File: src/rtl/inbuf_frame_sched_pkg.sv
// Shared definitions for the input-frame scheduler: FSM state encoding and frame geometry helpers.
// Latency: n/a (types and constants only).
// Backpressure: n/a.
package inbuf_frame_sched_pkg;

    // 3-bit state encoding, shared with cnn_top and the window generator.
    typedef enum logic [2:0] {
        ST_IDLE  = 3'd0,
        ST_LOAD  = 3'd1,
        ST_START = 3'd2,
        ST_READ  = 3'd3,
        ST_DONE  = 3'd4
    } sched_state_e;

    // Default frame geometry (480x272 RGB888).
    localparam int unsigned FRAME_WIDTH  = 480;
    localparam int unsigned FRAME_HEIGHT = 272;
    localparam int unsigned FRAME_CNT_W  = 8;

    // A 3x3 window generator emits one valid per interior pixel.
    function automatic int unsigned win_count(input int unsigned w, input int unsigned h);
        return (w - 2) * (h - 2);
    endfunction

endpackage

File: src/rtl/inbuf_frame_sched.sv
// Time-shares the single-port input BRAM between the frame loader (writes) and the 3x3 window generator (reads).
// Latency: memory mux is combinational from registered state; BRAM read latency is passed through unchanged.
// Backpressure: oWrReady is high only while loading; loader data offered in any other state is dropped.
//
// Ports:
//   iClk/iRst            clock, asynchronous active-low reset
//   iLoadStart           begin a frame load (honoured only in IDLE, also clears oRdErr)
//   iWrValid/iWrData     loader pixel stream, oWrReady back to the loader
//   oWinStart            one-cycle start to the window generator once the frame is resident
//   iRdCs/iRdAddr        window generator BRAM port, oRdPixel returns iMemDout
//   iWinValid            window generator output valid, counted to detect end of frame
//   oMemEn/oMemWe/oMemAddr/oMemDin/iMemDout   BRAM port A
//   oBusy/oFrameDone/oRdErr/oFrameCnt         status
//
// Optional feature: define FRAME_CNT_EN to get a mod-256 completed-frame counter on oFrameCnt;
// otherwise oFrameCnt is tied to zero and no counter flops exist.
module inbuf_frame_sched
    import inbuf_frame_sched_pkg::*;
#(
    parameter int unsigned DATA_W  = 24,
    parameter int unsigned ADDR_W  = 17,
    parameter int unsigned WIDTH   = FRAME_WIDTH,
    parameter int unsigned HEIGHT  = FRAME_HEIGHT,
    parameter int unsigned DEPTH   = WIDTH * HEIGHT,
    parameter int unsigned WIN_CNT = win_count(WIDTH, HEIGHT)
) (
    input  logic                   iClk,
    input  logic                   iRst,
    input  logic                   iLoadStart,
    input  logic                   iWrValid,
    input  logic [DATA_W-1:0]      iWrData,
    output logic                   oWrReady,
    output logic                   oWinStart,
    input  logic                   iRdCs,
    input  logic [ADDR_W-1:0]      iRdAddr,
    output logic [DATA_W-1:0]      oRdPixel,
    input  logic                   iWinValid,
    output logic                   oMemEn,
    output logic                   oMemWe,
    output logic [ADDR_W-1:0]      oMemAddr,
    output logic [DATA_W-1:0]      oMemDin,
    input  logic [DATA_W-1:0]      iMemDout,
    output logic                   oBusy,
    output logic                   oFrameDone,
    output logic                   oRdErr,
    output logic [FRAME_CNT_W-1:0] oFrameCnt
);

    localparam logic [ADDR_W-1:0] CNT_ONE  = ADDR_W'(1);
    localparam logic [ADDR_W-1:0] WR_LAST  = ADDR_W'(DEPTH - 1);
    localparam logic [ADDR_W-1:0] WIN_LAST = ADDR_W'(WIN_CNT - 1);

    sched_state_e      state_q, state_d;
    logic [ADDR_W-1:0] wr_cnt_q, wr_cnt_d;
    logic [ADDR_W-1:0] win_cnt_q, win_cnt_d;
    logic              rd_err_q, rd_err_d;

    logic in_idle, in_load, in_start, in_read, in_done;
    logic wr_xfer;

    assign in_idle  = (state_q == ST_IDLE);
    assign in_load  = (state_q == ST_LOAD);
    assign in_start = (state_q == ST_START);
    assign in_read  = (state_q == ST_READ);
    assign in_done  = (state_q == ST_DONE);

    // A loader transfer only happens while ready, so writes cannot leak outside LOAD.
    assign wr_xfer = in_load & iWrValid;

    // Next-state and counter logic.
    always_comb begin
        state_d   = state_q;
        wr_cnt_d  = wr_cnt_q;
        win_cnt_d = win_cnt_q;
        rd_err_d  = rd_err_q;

        unique case (state_q)
            ST_IDLE: begin
                if (iLoadStart) begin
                    state_d  = ST_LOAD;
                    rd_err_d = 1'b0;
                end
            end
            ST_LOAD: begin
                if (wr_xfer) begin
                    if (wr_cnt_q == WR_LAST) begin
                        state_d  = ST_START;
                        wr_cnt_d = '0;
                    end else begin
                        wr_cnt_d = wr_cnt_q + CNT_ONE;
                    end
                end
            end
            ST_START: begin
                state_d = ST_READ;
            end
            ST_READ: begin
                if (iWinValid) begin
                    if (win_cnt_q == WIN_LAST) begin
                        state_d   = ST_DONE;
                        win_cnt_d = '0;
                    end else begin
                        win_cnt_d = win_cnt_q + CNT_ONE;
                    end
                end
            end
            ST_DONE: begin
                state_d   = ST_IDLE;
                win_cnt_d = '0;
            end
            default: begin
                state_d   = ST_IDLE;
                wr_cnt_d  = '0;
                win_cnt_d = '0;
            end
        endcase

        // A read request outside READ is a protocol error; it wins over the
        // clear from iLoadStart when both land in the same cycle.
        if (iRdCs && !in_read) begin
            rd_err_d = 1'b1;
        end
    end

    always_ff @(posedge iClk or negedge iRst) begin
        if (!iRst) begin
            state_q   <= ST_IDLE;
            wr_cnt_q  <= '0;
            win_cnt_q <= '0;
            rd_err_q  <= 1'b0;
        end else begin
            state_q   <= state_d;
            wr_cnt_q  <= wr_cnt_d;
            win_cnt_q <= win_cnt_d;
            rd_err_q  <= rd_err_d;
        end
    end

    // BRAM port mux: the owner is chosen purely by the registered state.
    always_comb begin
        oMemEn   = 1'b0;
        oMemWe   = 1'b0;
        oMemAddr = '0;
        oMemDin  = '0;
        if (in_load) begin
            oMemEn   = iWrValid;
            oMemWe   = iWrValid;
            oMemAddr = wr_cnt_q;
            oMemDin  = iWrData;
        end else if (in_read) begin
            oMemEn   = iRdCs;
            oMemAddr = iRdAddr;
        end
    end

    assign oWrReady   = in_load;
    assign oWinStart  = in_start;
    assign oFrameDone = in_done;
    assign oBusy      = !in_idle;
    assign oRdErr     = rd_err_q;
    assign oRdPixel   = iMemDout;

`ifdef FRAME_CNT_EN
    logic [FRAME_CNT_W-1:0] frame_cnt_q;

    always_ff @(posedge iClk or negedge iRst) begin
        if (!iRst) begin
            frame_cnt_q <= '0;
        end else if (in_done) begin
            frame_cnt_q <= frame_cnt_q + FRAME_CNT_W'(1);
        end
    end

    assign oFrameCnt = frame_cnt_q;
`else
    assign oFrameCnt = '0;
`endif

endmodule

File: config.mk
export PLATFORM = sky130hd
export DESIGN_NAME = inbuf_frame_sched
export DESIGN_NICKNAME = d
export VERILOG_FILES = /design/src/rtl/inbuf_frame_sched_pkg.sv /design/src/rtl/inbuf_frame_sched.sv
export SDC_FILE = /design/constraint.sdc
export NUM_CORES = 1
export LEC_CHECK = 0
export BUFFER_PORTS_ARGS = -buffer_cell sky130_fd_sc_hd__clkbuf_2
export CAP_MARGIN = 20
export CORE_MARGIN = 2
export CORE_UTILIZATION = 35
export CTS_BUF_LIST = sky130_fd_sc_hd__clkbuf_8
export CTS_CLUSTER_SIZE = 24
export DETAILED_ROUTE_END_ITERATION = 8
export PLACE_DENSITY = 0.64
export SYNTH_ARGS = -nofsm -noshare
export SYNTH_HDL_FRONTEND = slang
export SYNTH_SLANG_ARGS = --single-unit
File: constraint.sdc
create_clock -name iClk -period 2.4 [get_ports iClk]
set_input_delay 0.48 -clock iClk [delete_from_list [all_inputs] [get_ports iClk]]
set_output_delay 0.48 -clock iClk [all_outputs]
set_load 0.01 [all_outputs]
# Word-level counts from Yosys, hierarchy flattened
# Cells that the tools add are included.
totals:
  regBits: 38
  input_bits: 71
  out_inout_bits: 80
  romBits: 0
  ram_bits: 0
  elab_cells: 53
  latchBits: 0
  mem_count: 0
classes:
  bitwise: 3
  div: 0
  shift: 0
  n_lt_le_gt_ge: 0
  multipliers: 0
  muxes: 21
  eq_ne: 11
  n_reduce_logical: 12
  add_sub_neg: 2
ops:
  columns: ["cell", "count"]
  rows:
  - ["17-bit two-way mux", 6]
  - ["17-bit one-hot mux with 2 select lines", 2]
  - ["17-bit by 1-bit adder with 17-bit output (second input constant)", 2]
  - ["17-bit equality test (second input constant)", 2]
  - ["24-bit two-way mux", 1]
  - ["3-bit two-way mux", 5]
  - ["3-bit one-hot mux with 4 select lines", 1]
  - ["3-bit by 2-bit equality test with 1-bit output (second input constant)", 2]
  - ["1-bit two-way mux", 6]
  - ["2-bit by 1-bit inequality test with 1-bit output (second input constant)", 3]
  - ["2-bit AND reduction", 3]
  - ["5-bit AND reduction", 1]
  - ["2-bit inequality test (second input constant)", 2]
  - ["2-bit nonzero test", 2]
  - ["4-bit OR reduction", 1]
  - ["3-bit by 1-bit equality test with 1-bit output (second input constant)", 1]
  - ["3-bit equality test (second input constant)", 1]
  - ["3-bit logical NOT", 1]
  - ["3-bit OR reduction", 1]
  - ["1-bit logical NOT", 2]
  - ["1-bit NOT", 2]
  - ["1-bit bitwise AND", 1]
  - ["1-bit logical AND", 1]

# Longest topological paths before layout
logic_depth:
  word_depth: 5
  mapped_depth: 8
  depth_no_buf: 7

# Least setup slack after synthesis
# Ideal clock, no wire load.
synth_path:
  kind: "register -> register"
  startpoint: "register wr_cnt_q[0]"
  endpoint: "register wr_cnt_q[12]"
  t_arrival_ns: 1.751
  setup_slack_ns: 0.531
  path_stages_with_launch: 7
  synth_period_minus_slack_ns: 1.869
  required_ns: 2.282
  n_path_buf: 0
  setup_time_ns: 0.118
  path_cell_list: "dfrtp_1 > ha_1 > and3_2 > nand3_4 > or4_4 > a21o_1 > a21o_1"
synth_via:
  elab_chain_len: 4
  elab_cells_between_ends: 5
  cone_classes: "1 x add/sub; 1 x eq/ne; 3 x mux"
synth_lines:
  columns: ["item", "line_no", "rtl"]
  rows:
  - ["start, declared", "inbuf_frame_sched.sv:54", "logic [ADDR_W-1:0] wr_cnt_q, wr_cnt_d;"]
  - ["start signal, assigned", "inbuf_frame_sched.sv:133", "wr_cnt_q <= wr_cnt_d;"]
  - ["17-bit by 1-bit adder with 17-bit output or 17-bit equality test (tied branches)", "inbuf_frame_sched.sv:90, inbuf_frame_sched.sv:86", null]
  - ["17-bit two-way mux (*)", "inbuf_frame_sched.sv:86", "if (wr_cnt_q == WR_LAST) begin"]
  - ["17-bit two-way mux (*)", "inbuf_frame_sched.sv:85", "if (wr_xfer) begin"]
  - ["17-bit one-hot mux with 2 select lines (*)", "inbuf_frame_sched.sv:77", "unique case (state_q)"]
# Every way passes the cells marked *; elsewhere a longest branch is shown, timed or not. The select of a mux whose other input is x is not followed.
# A chain may end at the register's enable or synchronous reset.

# Worst setup path after layout
layout_path:
  startpoint: "register state_q[1]"
  endpoint: "output oMemDin[17]"
layout_via:
  elab_chain_len: 2
layout_lines:
  columns: ["item", "line_no", "rtl"]
  rows:
  - ["start, declared", "inbuf_frame_sched.sv:53", "sched_state_e state_q, state_d;"]
  - ["start signal, assigned", "inbuf_frame_sched.sv:132", "state_q <= state_d;"]
  - ["3-bit by 1-bit equality test with 1-bit output", "inbuf_frame_sched.sv:62", "assign in_load = (state_q == ST_LOAD);"]
  - ["24-bit two-way mux", "inbuf_frame_sched.sv:145", "if (in_load) begin"]
  - ["end, declared", "inbuf_frame_sched.sv:41", "output logic [DATA_W-1:0] oMemDin,"]
# Every way passes these cells.

==> results.toml <==
[synth]
synth_ff_type = "dfrtp_1"
yosys-top-cells-area = "dfrtp_1 36%, buf_4 9.3%, and2_1 5.9%"
async_reset_ff_frac = 1.00
ys_ff_latch = 38
synthCells = 317
yosysUniqueCellTypes = 50
synth_top_area_cell = "dfrtp_1"
synth_seq_area_share = 0.356
yosysTopAreaCellShare = 0.356
avgSynthCellArea_sq_um = 8.42
syn_area_sq_um = 2670
yosysWarnings = 0
synth_edf_count = 0

[sta]
hold_ws_ns = 0.0969
fin_ws_ns = 0.180
clock-skew-final_ns = 0.0129
period_needed_ns = 2.22
maxSlewHeadroom = 0.524
worst_pin_slew_ns = 0.713
finalMaxSlewViolations = 0
tns_ns = 0
setup_viol = 0
timing.final.crit_share = 0.925
fmax_ghz = 0.450
rsz0062_at_grt = "no"
hold_viol_final = 0

[clock_network]
cts_setup_buffers = 0
cts_resized = 0
cts_tree = "built"
ctsHoldBuffers = 0
cts_root_buffer = "clkbuf_8"
cts_buffer_depth = 2
htree_levels = 2
cts_buffers = 5
worstSkewPairLatency_ns = 0.31
clock-sinks = 38
clkTransAtPathRegs_ns = 0.08

[layout]
syn2layout_area_growth_pct = 18.3
seq_area_sq_um = 951
layout_common_cells = "94 x clkbuf_2, 38 x dfrtp_1, 35 x nand2_1"
final_layout_size_suffix_gt1_frac = 0.309
fill_cells = 746
layout_commonest_cell = "clkbuf_2"
n_antenna_cell = 0
multiInputGateArea_sq_um = 1430
stdcell_area_sq_um = 3160
nNetsFinal = 463

[detailed_routing]
wire_per_inst_microns = 13.8
drt_iter0_markers = 71
drc = 0
drtAntennaViolNets = 0
first_pass_iters = 4
drt_wl_total_mm = 6.79
vias = 2460
vias_per_cell = 5.02

[pwr]
power.density_nw_per_um2 = 482
p_switching_uw = 464
p_leak_uw = 0.00149
ir_drop_mv = 0.219
switching_share = 0.305
pwr-share-seq = 0.489
intPower_uw = 1060
clockPowerShare = 0.319
power_frac_comb = 0.192
design_power_total_uw = 1520

[critical_path]
criticalPathCategory = "reg -> out"
regToRegEndpoint = "wr_cnt_q[4]"
reg2regPathDepth = 6
critical_path_peak_fanout = 41
rr_startpoint = "wr_cnt_q[0]"
crit_path_end_kind = "primary output"
reg2reg_setup_slack_ns = 0.35
start_kind = "flop"
critPathRequiredTime_ns = 1.92
arrival_ns = 1.74

[min_path]
worstHoldPathType = "in -> async"

[placed_design]
gp_congestion = 0.855
numPortBuffers = 94
dpl_cell_area_sq_um = 3060
dp_hpwl_mm = 5.21
dp_slack_ns = 0.354

[run]
drv_cap = 0

[floorplan]
core_area_sq_um = 7330
die_w_microns = 91.3
dieArea_sq_um = 8340
chipHeight_microns = 91.3
start_util = 0.364
fp-row-count = 31
io_pins = 151

[grt]
grt-ovfl-total = 0
antenna_found_initial = 0
grt_max_degree = 42
grt_pass1_wl_mm = 11.1
grt_pass1_vias = 2313
track_usage = 0.166

[status]
outcome = "finished clean"
-- cells by family after synthesis --
kind of cell               after synthesis  synth area share
and+or+nand+nor                        151             0.302
AOI/OAI and AO/OA                       61             0.166
buffers and inverters                   49             0.116
other                                    1           0.00141
adders and majority gates                2           0.00937
DFF                                     38             0.356
xor gates and xnor gates                15            0.0492
-- flip-flops by register name, summed over array words and instances (netlist names) --
name,count
wr_cnt_q,17
state_q,3
oRdErr,1
win_cnt_q,17
-- worst max path at each step --
stage                      from           end
floorplan           wr_cnt_q[0]  wr_cnt_q[12]
global placement    wr_cnt_q[0]   wr_cnt_q[4]
finish               state_q[1]   oMemDin[17]
CTS                  state_q[1]   oMemDin[17]
global route         state_q[1]   oMemDin[17]
detailed placement  wr_cnt_q[0]   wr_cnt_q[4]
-- Yosys cell counts, types with 4 or more instances --
| master | number |
|---|---|
| dfrtp_1 | 38 |
| nand2_1 | 35 |
| buf_4 | 33 |
| and2_1 | 25 |
| nor2_1 | 25 |
| nand3_1 | 17 |
| o21ai_0 | 16 |
| a22o_1 | 15 |
| xor2_1 | 9 |
| nor3_1 | 8 |
| a21o_1 | 7 |
| clkbuf_1 | 7 |
| o31ai_1 | 7 |
| inv_1 | 6 |
| xnor2_1 | 6 |
| a21oi_1 | 5 |
| and3_1 | 5 |
| nor4_1 | 5 |
| nand4_1 | 4 |
-- metal layers --
metal	vias to the layer above	GRT usage	routed length [microns]
li1	1213	-	-
met1	1119	0.197	2800
met2	112	0.291	3420
met3	16	0.0373	446
met4	0	0.0606	119
met5	-	0	0
-- per-stage QoR --
| stage | utilization | instances |
|---|---|---|
| after floorplan | - | 324 |
| after global placement | 0.418 | 482 |
| after detailed placement | 0.418 | 482 |
| after CTS | 0.431 | 490 |
| after global routing | 0.431 | 490 |
| final | 0.431 | 490 |
-- cell type report --
cell class	count	share of cell area
clock buffers	6	0.0262
multi-input cells	237	0.454
well taps	99	0.0392
clock inverters	2	0.00396
flip-flops and latches	38	0.301
repair buffers	102	0.168
inverters	6	0.00713
-- worst max-delay path, cell delays in order, from the launching register on --
cell and delay [ns]:
dfrtp_1 0.48, nand3b_1 0.22, inv_1 0.08, buf_4 0.31, and2_1 0.21, clkbuf_2 0.14
-- power groups by stage --
stage               Combinational [uW]  Clock, uW  Sequential, uW
global placement                   293          0             756
detailed placement                 295          0             758
CTS                                295        495             745
global route                       329        514             755
finish                             292        485             745
floorplan                          218          0             741
(Power assumes the default switching activity.)
